===== src/rtl/seg_disp_pkg.sv =====
// -----------------------------------------------------------------------------
// seg_disp_pkg
// Shared constants and types for the 8-digit multiplexed 7-segment display.
//   N_DIGITS   : number of physical digits (player 0 on idx 0..3, player 1 on 4..7)
//   DP_IDX_P0/1: digit slots that light the decimal point (minutes/seconds split)
//   SEG_W      : segment bus width, bit0 = a .. bit6 = g
//   seg_code_t : one digit's segment code, 1 = segment lit
//   SEG_BLANK  : code with every segment off
// -----------------------------------------------------------------------------
package seg_disp_pkg;

    localparam int N_DIGITS  = 8;
    localparam int IDX_W     = 3;
    localparam int DP_IDX_P0 = 2;
    localparam int DP_IDX_P1 = 6;
    localparam int SEG_W     = 7;

    typedef logic [SEG_W-1:0] seg_code_t;

    localparam seg_code_t SEG_BLANK = '0;

    // Decimal point sits to the left of the tens-of-seconds digit of each player.
    function automatic logic dp_at(input logic [IDX_W-1:0] idx);
        return (idx == IDX_W'(DP_IDX_P0)) || (idx == IDX_W'(DP_IDX_P1));
    endfunction

endpackage


===== src/rtl/seg_scan_timer.sv =====
// -----------------------------------------------------------------------------
// seg_scan_timer
// Scan sequencer for the multiplexed display. Counts cycles within a digit slot
// (cnt), the digit slot itself (idx), whole 8-digit frames (frm) and the blink
// phase (ph). Everything advances only while CE is high.
// Ports:
//   CLK      in  system clock
//   CLR      in  synchronous active-high reset, overrides CE
//   CE       in  scan enable; low freezes all counters
//   idx_o    out current digit slot 0..7
//   drive_o  out 1 once the slot's leading blank cycles have elapsed
//   ph_o     out blink phase; 1 = blinking digits are hidden
// -----------------------------------------------------------------------------
module seg_scan_timer
    import seg_disp_pkg::*;
#(
    parameter int DIV          = 4,
    parameter int BLANK        = 1,
    parameter int BLINK_FRAMES = 2
) (
    input  logic             CLK,
    input  logic             CLR,
    input  logic             CE,
    output logic [IDX_W-1:0] idx_o,
    output logic             drive_o,
    output logic             ph_o
);

    localparam int CNT_W = (DIV > 1) ? $clog2(DIV) : 1;
    localparam int FRM_W = (BLINK_FRAMES > 1) ? $clog2(BLINK_FRAMES) : 1;

    logic [CNT_W-1:0] cnt_q, cnt_d;
    logic [IDX_W-1:0] idx_q, idx_d;
    logic [FRM_W-1:0] frm_q, frm_d;
    logic             ph_q,  ph_d;

    always_comb begin
        cnt_d = cnt_q;
        idx_d = idx_q;
        frm_d = frm_q;
        ph_d  = ph_q;
        if (CE) begin
            if (cnt_q == CNT_W'(DIV - 1)) begin
                cnt_d = '0;
                idx_d = idx_q + 1'b1;   // 7 -> 0 wraps naturally in 3 bits
                if (idx_q == IDX_W'(N_DIGITS - 1)) begin
                    // End of a full frame: advance the blink frame counter.
                    if (frm_q == FRM_W'(BLINK_FRAMES - 1)) begin
                        frm_d = '0;
                        ph_d  = ~ph_q;
                    end else begin
                        frm_d = frm_q + 1'b1;
                    end
                end
            end else begin
                cnt_d = cnt_q + 1'b1;
            end
        end
    end

    always_ff @(posedge CLK) begin
        if (CLR) begin
            cnt_q <= '0;
            idx_q <= '0;
            frm_q <= '0;
            ph_q  <= 1'b0;
        end else begin
            cnt_q <= cnt_d;
            idx_q <= idx_d;
            frm_q <= frm_d;
            ph_q  <= ph_d;
        end
    end

    assign idx_o   = idx_q;
    assign drive_o = (cnt_q >= CNT_W'(BLANK));
    assign ph_o    = ph_q;

endmodule


===== src/rtl/seg_scan_mux.sv =====
// -----------------------------------------------------------------------------
// seg_scan_mux
// Time-multiplexes the chess clock's eight digit codes onto one 8-digit
// display with a shared segment bus. Each slot starts with BLANK dark cycles
// to stop ghosting, the decimal point is lit on slots 2 and 6, and each
// player's digits can blink (hidden while the blink phase is 1).
// Ports:
//   CLK, CLR        clock and synchronous active-high reset
//   CE              scan enable; low freezes the scan and darkens the display
//   seg0_0..seg0_3  player-0 digit codes (seg0_0 = units of seconds)
//   seg1_0..seg1_3  player-1 digit codes
//   BLINK0, BLINK1  per-player blink request, sampled every cycle
//   AN              digit anodes, AN[i] drives digit i
//   SEG, DP         shared segment bus and decimal point
// All outputs are registered (one cycle after the state/inputs they show) and
// carry the pin polarity selected by ACTIVE_LOW.
// -----------------------------------------------------------------------------
module seg_scan_mux
    import seg_disp_pkg::*;
#(
    parameter int DIV          = 4,
    parameter int BLANK        = 1,
    parameter int BLINK_FRAMES = 2,
    parameter int ACTIVE_LOW   = 1
) (
    input  logic                CLK,
    input  logic                CLR,
    input  logic                CE,
    input  seg_code_t           seg0_0,
    input  seg_code_t           seg0_1,
    input  seg_code_t           seg0_2,
    input  seg_code_t           seg0_3,
    input  seg_code_t           seg1_0,
    input  seg_code_t           seg1_1,
    input  seg_code_t           seg1_2,
    input  seg_code_t           seg1_3,
    input  logic                BLINK0,
    input  logic                BLINK1,
    output logic [N_DIGITS-1:0] AN,
    output seg_code_t           SEG,
    output logic                DP
);

    // Pin-level value of an inactive output bit.
    localparam logic POL = (ACTIVE_LOW != 0);

    logic [IDX_W-1:0]    idx;
    logic                drive;
    logic                ph;

    logic                blink_sel;
    logic                show;
    seg_code_t           code_sel;
    logic [N_DIGITS-1:0] an_d, an_q;
    seg_code_t           seg_d, seg_q;
    logic                dp_d, dp_q;

    seg_scan_timer #(
        .DIV          (DIV),
        .BLANK        (BLANK),
        .BLINK_FRAMES (BLINK_FRAMES)
    ) u_timer (
        .CLK     (CLK),
        .CLR     (CLR),
        .CE      (CE),
        .idx_o   (idx),
        .drive_o (drive),
        .ph_o    (ph)
    );

    always_comb begin
        code_sel = SEG_BLANK;
        case (idx)
            3'd0: code_sel = seg0_0;
            3'd1: code_sel = seg0_1;
            3'd2: code_sel = seg0_2;
            3'd3: code_sel = seg0_3;
            3'd4: code_sel = seg1_0;
            3'd5: code_sel = seg1_1;
            3'd6: code_sel = seg1_2;
            3'd7: code_sel = seg1_3;
            default: code_sel = SEG_BLANK;
        endcase
    end

    // idx[2] splits player 0 (0..3) from player 1 (4..7).
    assign blink_sel = idx[2] ? BLINK1 : BLINK0;

    // A hidden blink slot behaves exactly like the blank lead-in of a slot.
    assign show = CE && drive && !(ph && blink_sel);

    always_comb begin
        an_d  = '0;
        seg_d = SEG_BLANK;
        dp_d  = 1'b0;
        if (show) begin
            an_d  = N_DIGITS'(1) << idx;
            seg_d = code_sel;
            dp_d  = dp_at(idx);
        end
    end

    // Polarity is folded in before the register so the pins come straight
    // from flops.
    always_ff @(posedge CLK) begin
        if (CLR) begin
            an_q  <= {N_DIGITS{POL}};
            seg_q <= {SEG_W{POL}};
            dp_q  <= POL;
        end else begin
            an_q  <= an_d  ^ {N_DIGITS{POL}};
            seg_q <= seg_d ^ {SEG_W{POL}};
            dp_q  <= dp_d  ^ POL;
        end
    end

    assign AN  = an_q;
    assign SEG = seg_q;
    assign DP  = dp_q;

endmodule


===== config.mk =====
export PLATFORM = sky130hd
export DESIGN_NAME = seg_scan_mux
export DESIGN_NICKNAME = d
export VERILOG_FILES = /design/src/rtl/seg_disp_pkg.sv /design/src/rtl/seg_scan_timer.sv /design/src/rtl/seg_scan_mux.sv
export SDC_FILE = /design/constraint.sdc
export NUM_CORES = 1
export LEC_CHECK = 0
export ABC_AREA = 0
export BUFFER_PORTS_ARGS = -buffer_cell sky130_fd_sc_hd__buf_2
export CAP_MARGIN = 10
export CORE_MARGIN = 2
export CORE_UTILIZATION = 43
export DETAILED_ROUTE_END_ITERATION = 16
export HOLD_SLACK_MARGIN = 0.12
export PLACE_DENSITY = 0.79
export SYNTH_ARGS = -nofsm -noshare
export SYNTH_HDL_FRONTEND = slang
export SYNTH_HIERARCHICAL = 1
export SYNTH_SLANG_ARGS = --single-unit

===== constraint.sdc =====
create_clock -name CLK -period 1.9 [get_ports CLK]
set_input_delay 0.19 -clock CLK [delete_from_list [all_inputs] [get_ports CLK]]
set_output_delay 0.19 -clock CLK [all_outputs]
set_load 0.05 [all_outputs]

======== Word-level counts from Yosys, hierarchy flattened ========
Index checks and enable logic that the tools add are counted.
word-level totals
  memories kept ........................... 0
  RAM bits ................................ 0
  logic and storage cells ................. 40
  input bits .............................. 61
  latch bits .............................. 0
  flip-flop bits (word level) ............. 23
  memory bits (read-only) ................. 0
  output and inout bits ................... 16
cells by class
  reduce and logical (&&, ||, !) cells .... 9
  bitwise gates (word level) .............. 4
  muxes and demuxes ....................... 7
  div/mod/pow operators ................... 0
  shifts and indexed selects .............. 1
  multipliers ............................. 0
  $lt $le $gt $ge ......................... 1
  add/sub/neg operators ................... 3
  equal/unequal tests ..................... 8
operators by type and width
  cell                                                                number
  one-hot mux 7 bit (8 select lines)                                  1
  equality test 3 bit (second input constant)                         4
  2-to-1 mux 8 bit                                                    1
  NOT 8 bit                                                           1
  << shifter 1 x 3 -> 8 bit (first input constant)                    1
  2-to-1 mux 7 bit                                                    1
  NOT 7 bit                                                           1
  equality test 3 x 2 -> 1 bit (second input constant)                2
  AND reduction 4 bit                                                 1
  adder 3 x 1 -> 3 bit (second input constant)                        1
  equality test 3 x 1 -> 1 bit (second input constant)                1
  logical AND 1 bit                                                   3
  zero test 3 bit                                                     1
  2-to-1 mux 1 bit                                                    3
  AND reduction 3 bit                                                 1
  adder 2 x 1 -> 2 bit (second input constant)                        1
  equality test 2 bit (second input constant)                         1
  greater-or-equal comparator 2 x 1 -> 1 bit (second input constant)  1
  2-to-1 mux 2 bit                                                    1
  NOT 1 bit                                                           2
  AND reduction 2 bit                                                 1
  adder 1 bit (second input constant)                                 1
  zero test 1 bit                                                     1
  logical OR 1 bit                                                    1

======== Longest topological paths before layout ========
  depth after elaboration ................. 6
  gate-level depth with buffers ........... 7
  depth with buffers taken out ............ 6

======== By module ========
The synthesis kept the hierarchy.
modules (own cells, without submodules)
  module          times used  cells each  sequential area each (µm²)  area each (µm²)
  seg_scan_mux    1           98          320.3                       934.6
  seg_scan_timer  1           39          140.1                       379.1

======== Worst setup path after synthesis ========
No wires, ideal clock.
  kind .................................... register to register
  from .................................... register u_timer.idx_q[0] (netlist: u_timer/idx_o[0])
  to ...................................... register seg_q[6] (netlist: SEG[6])
  data required time ...................... 1.826 ns
  path buffers ............................ 1
  arrival ................................. 1.322 ns
  clock period less this slack ............ 1.396 ns
  cell stages (with the launch flop) ...... 6
  slack ................................... 0.504 ns
  setup time .............................. 0.074 ns
  path through ............................ dfxtp_1 buf_6 mux2_4 a22o_1 a211o_1 o211ai_2
on the way
  longest elaborated chain between the ends .. 4
  elaborated cells between the ends (all ways) .. 11
  those cells by class .................... eq/ne (7); mux (2); bitwise (1); reduce/logical (1)
RTL lines
  element                                      RTL line              RTL
  start, declared                              seg_scan_timer.sv:33  logic [IDX_W-1:0] idx_q, idx_d;
  start signal, assigned                       seg_scan_timer.sv:69  idx_q <= idx_d;
  equality test 3 bit (tied with other cells)  seg_scan_mux.sv:73    case (idx)
  one-hot mux 7 bit (8 select lines) *         seg_scan_mux.sv:73
  2-to-1 mux 7 bit *                           seg_scan_mux.sv:96    if (show) begin
  NOT 7 bit (no source line) *                 -
  end signal, assigned                         seg_scan_mux.sv:108   seg_q <= {SEG_W{POL}};
  end signal, assigned                         seg_scan_mux.sv:112   seg_q <= seg_d ^ {SEG_W{POL}};
  end, declared                                seg_scan_mux.sv:55    seg_code_t seg_d, seg_q;
Mark *: on every way between the ends. The rest lies on a longest branch, timed or not.
A chain may end at the register's enable or synchronous reset.

======== Final worst setup path ========
  from .................................... register u_timer.idx_q[2] (netlist: u_timer/idx_o[2])
  to ...................................... register seg_q[4] (netlist: SEG[4])
on the way
  longest elaborated chain between the ends .. 6
  elaborated cells between the ends (all ways) .. 15
  those cells by class .................... eq/ne (7); mux (3); bitwise (1); reduce/logical (4)
RTL lines
  element                                                                                     RTL line
  parallel branches: the longest is 4 deep, another holds one-hot mux 7 bit (8 select lines)  -
  2-to-1 mux 7 bit *                                                                          seg_scan_mux.sv:96
  NOT 7 bit (no source line) *                                                                -
Every way passes the cells marked *.

==> summary.txt <==
Status
  – Status: complete, no violations

Floorplanning
  – Row count: 20
  – Die area: about 3500 um^2
  – Horiz. Die Dim: 59.3 um
  – Core Area: 2980 um^2
  – Die Y: 59.3 um
  – Initial Utilization: 0.441
  – I/O pins: 77

Drt
  – Final WL: approximately 3.4 mm
  – Drt pass-1 iters: 4
  – Final ANT Viol Nets: 0
  – # DRC: 0
  – Vias: 1349
  – Starting DRT DRC Count: 99
  – WL per Instance: 13.7 um
  – Vias/cell: ~5.4

Layout
  – Fin nets: 284
  – Most common cell after layout, fill and taps aside: buf_2
  – Final Core Density: 0.603
  – Area growth syn-to-layout: 36.6%
  – Antenna diodes: 0
  – Fraction of final layout cells sized beyond drive strength 1: 0.454
  – Most frequent cells in the layout: buf_2 (76), dfxtp_1 (23), nand3_1 (10), a21oi_1 (9)
  – Multi-input logic area: 754 um^2
  – Fill cells: 268
  – Reg area: 460 um^2
  – Cell area after layout: roughly 1800 um^2

Power and ir drop
  – Leakage: 0.751 nW
  – VDD IR max: a little under 500 uV
  – PD cells: between 400 and 500 nW/um^2

Run
  – Max cap viols: 0

Global routing
  – First-pass GRT wire length: 5.51 mm
  – Initial antenna violation count: 0
  – GR Overflow Total: 0
  – Gr usage total: 0.205
  – Vias in the first global route: 1255
  – Largest net degree at the start of global routing: 22

Worst setup path
  – Critical path class: reg2reg
  – R2R Setup Slk: 0.33 ns
  – Critical Path AT: 1.81 ns
  – Worst r2r dst: SEG[4]
  – R2R depth: 4
  – WP data required: 2.14 ns
  – Crit-path max FO: 21
  – Worst R2R Start: u_timer/idx_o[2]
  – Worst setup SP type: flip-flop
  – Crit end category: flip-flop

STA
  – Fin. Hold Viols: 0
  – Fin crit period: between 1.5 and 2 ns
  – Slew margin rel.: 0.720
  – Worst-margin pin slew: approximately 0.42 ns
  – RSZ-0062 raised after global routing: false
  – Clock skew: between 0.0015 and 0.002 ns
  – Slew Limit Fails: 0
  – Final setup viols: 0
  – Fin crit share: 0.829
  – Fmax: 635 MHz
  – Setup TNS: 0 ns

CTS
  – CTS max path bufs: 2
  – Clock Latency Late Sink: 0.31 ns
  – # hold bufs at CTS: 6
  – Post-CTS setup buffer count: 0
  – TritonCTS Sinks: 23
  – Worst-path clk slew: 0.13 ns
  – Root buffer cell: clkbuf_4
  – CTS buffer count: 3
  – Htree depth: 1
  – CTS resizes: 0
  – CTS tree: built

Placement
  – Port bufs: 76
  – DP Wirelength: 2.61 mm
  – Placer Congestion: 0.824
  – Placed instance area: between 1500 and 2000 um^2

Hold path
  – Hold Crit Class: in2reg
  – WHS Endpoint: u_timer/cnt_q[0]
  – Cells on Worst Hold Path: 2
  – Hold path startpoint: CLR

Synthesis
  – Post-synthesis sequential area ratio: 0.350
  – Mapped Area: 1310 um^2
  – Syn nets: 202
  – Number of distinct library cells after synthesis: 37
  – Syn_area_per_cell: 9.59 um^2
  – Yosys reg bits: 23
  – Synthesis Warnings: 6
  – Gate count after technology mapping: around 140
synth_stat cells:
master,count,area share
and2_0,1,0.0048
nand4_1,1,0.0048
nor3_1,1,0.0038
clkbuf_1,2,0.0057
a21oi_1,9,0.034
a22o_1,2,0.013
o211ai_1,1,0.0057
a211o_1,2,0.013
a21bo_2,3,0.023
nand3b_1,3,0.017
mux4_2,1,0.017
a211oi_1,3,0.017
or3b_1,1,0.0067
buf_4,3,0.017
o2bb2ai_1,8,0.053
nor2_1,8,0.023
dfxtp_1,23,0.35
mux2i_1,8,0.061
nand2_1,7,0.020
a211oi_4,1,0.015
o211ai_2,1,0.0095
buf_2,3,0.011
nand4b_1,1,0.0067
nand2b_1,3,0.014
clkbuf_2,1,0.0038
o221ai_1,5,0.033
ha_1,4,0.038
buf_6,3,0.026
nor2b_1,2,0.0095
nand3_1,10,0.038
inv_1,4,0.011
a21oi_2,1,0.0067
or2_2,1,0.0048
mux2_4,2,0.023
and2_1,1,0.0048
a221oi_1,4,0.027
mux2_2,3,0.026
cells by family (layout without fill, tap and decap cells):
group,after synthesis,in the layout,share of synthesized area
AO/OA/AOI/OAI,40,40,0.251
AND/OR/NAND/NOR,40,40,0.158
flip-flops,23,23,0.350
buffers and inverters,16,97,0.0752
multiplexers,14,14,0.127
adder cells (fa/ha/maj),4,4,0.0381
worst max-delay path, stage by stage, from the launching register on:
cell,delay [ns]
dfxtp_1,0.34
buf_4,0.21
nor2_1,0.37
nand2_1,0.30
o221ai_1,0.28
worst max path at each step:
stage,startpoint,to,slack [ns]
finish,u_timer/idx_o[2],SEG[4],0.33
CTS,u_timer/idx_o[2],SEG[4],0.31
floorplan,u_timer/idx_o[0],SEG[6],0.50
detailed placement,u_timer/idx_o[2],SEG[4],0.33
global placement,u_timer/idx_o[0],u_timer/ph_o,0.37
global route,u_timer/idx_o[2],SEG[2],0.18
power breakdown:
group          switching, mW  internal, mW
registers            0.00445         0.491
logic                 0.0754        0.0841
clock network          0.155        0.0788
stage by stage:
step / hold WS, ns / setup WS (ns) / power (mW) / cells
2_1_floorplan: 0.312 / 0.504 / 0.580 / 137
3_3_place_gp: 0.418 / 0.370 / 0.654 / 240
3_5_place_dp: 0.417 / 0.331 / 0.655 / 240
4_1_cts: 0.132 / 0.311 / 0.897 / 250
5_1_grt: 0.171 / 0.182 / 0.935 / 251
6_report: 0.173 / 0.325 / 0.889 / 251
flip-flops by register name, summed over array words and instances (netlist names):
signal / count
DP: 1
u_timer/frm_q: 1
u_timer/cnt_q: 2
AN: 8
u_timer/ph_o: 1
u_timer/idx_o: 3
SEG: 7
metal layers:
layer	share of wire	global-route usage	vias to the layer above
met5	0	0	-
li1	-	-	674
met4	0	0.0292	0
met2	0.48	0.367	73
met3	0.12	0.0633	0
met1	0.41	0.245	602
layout make-up:
class | instances | share of cell area
tap | 33 | 0.0230
clock inverter | 1 | 0.00279
inverter | 4 | 0.00837
multi-input combinational | 98 | 0.421
timing repair buffer | 89 | 0.276
clock buffer | 3 | 0.0126
sequential | 23 | 0.257
Power figures use the tool's default switching activity.
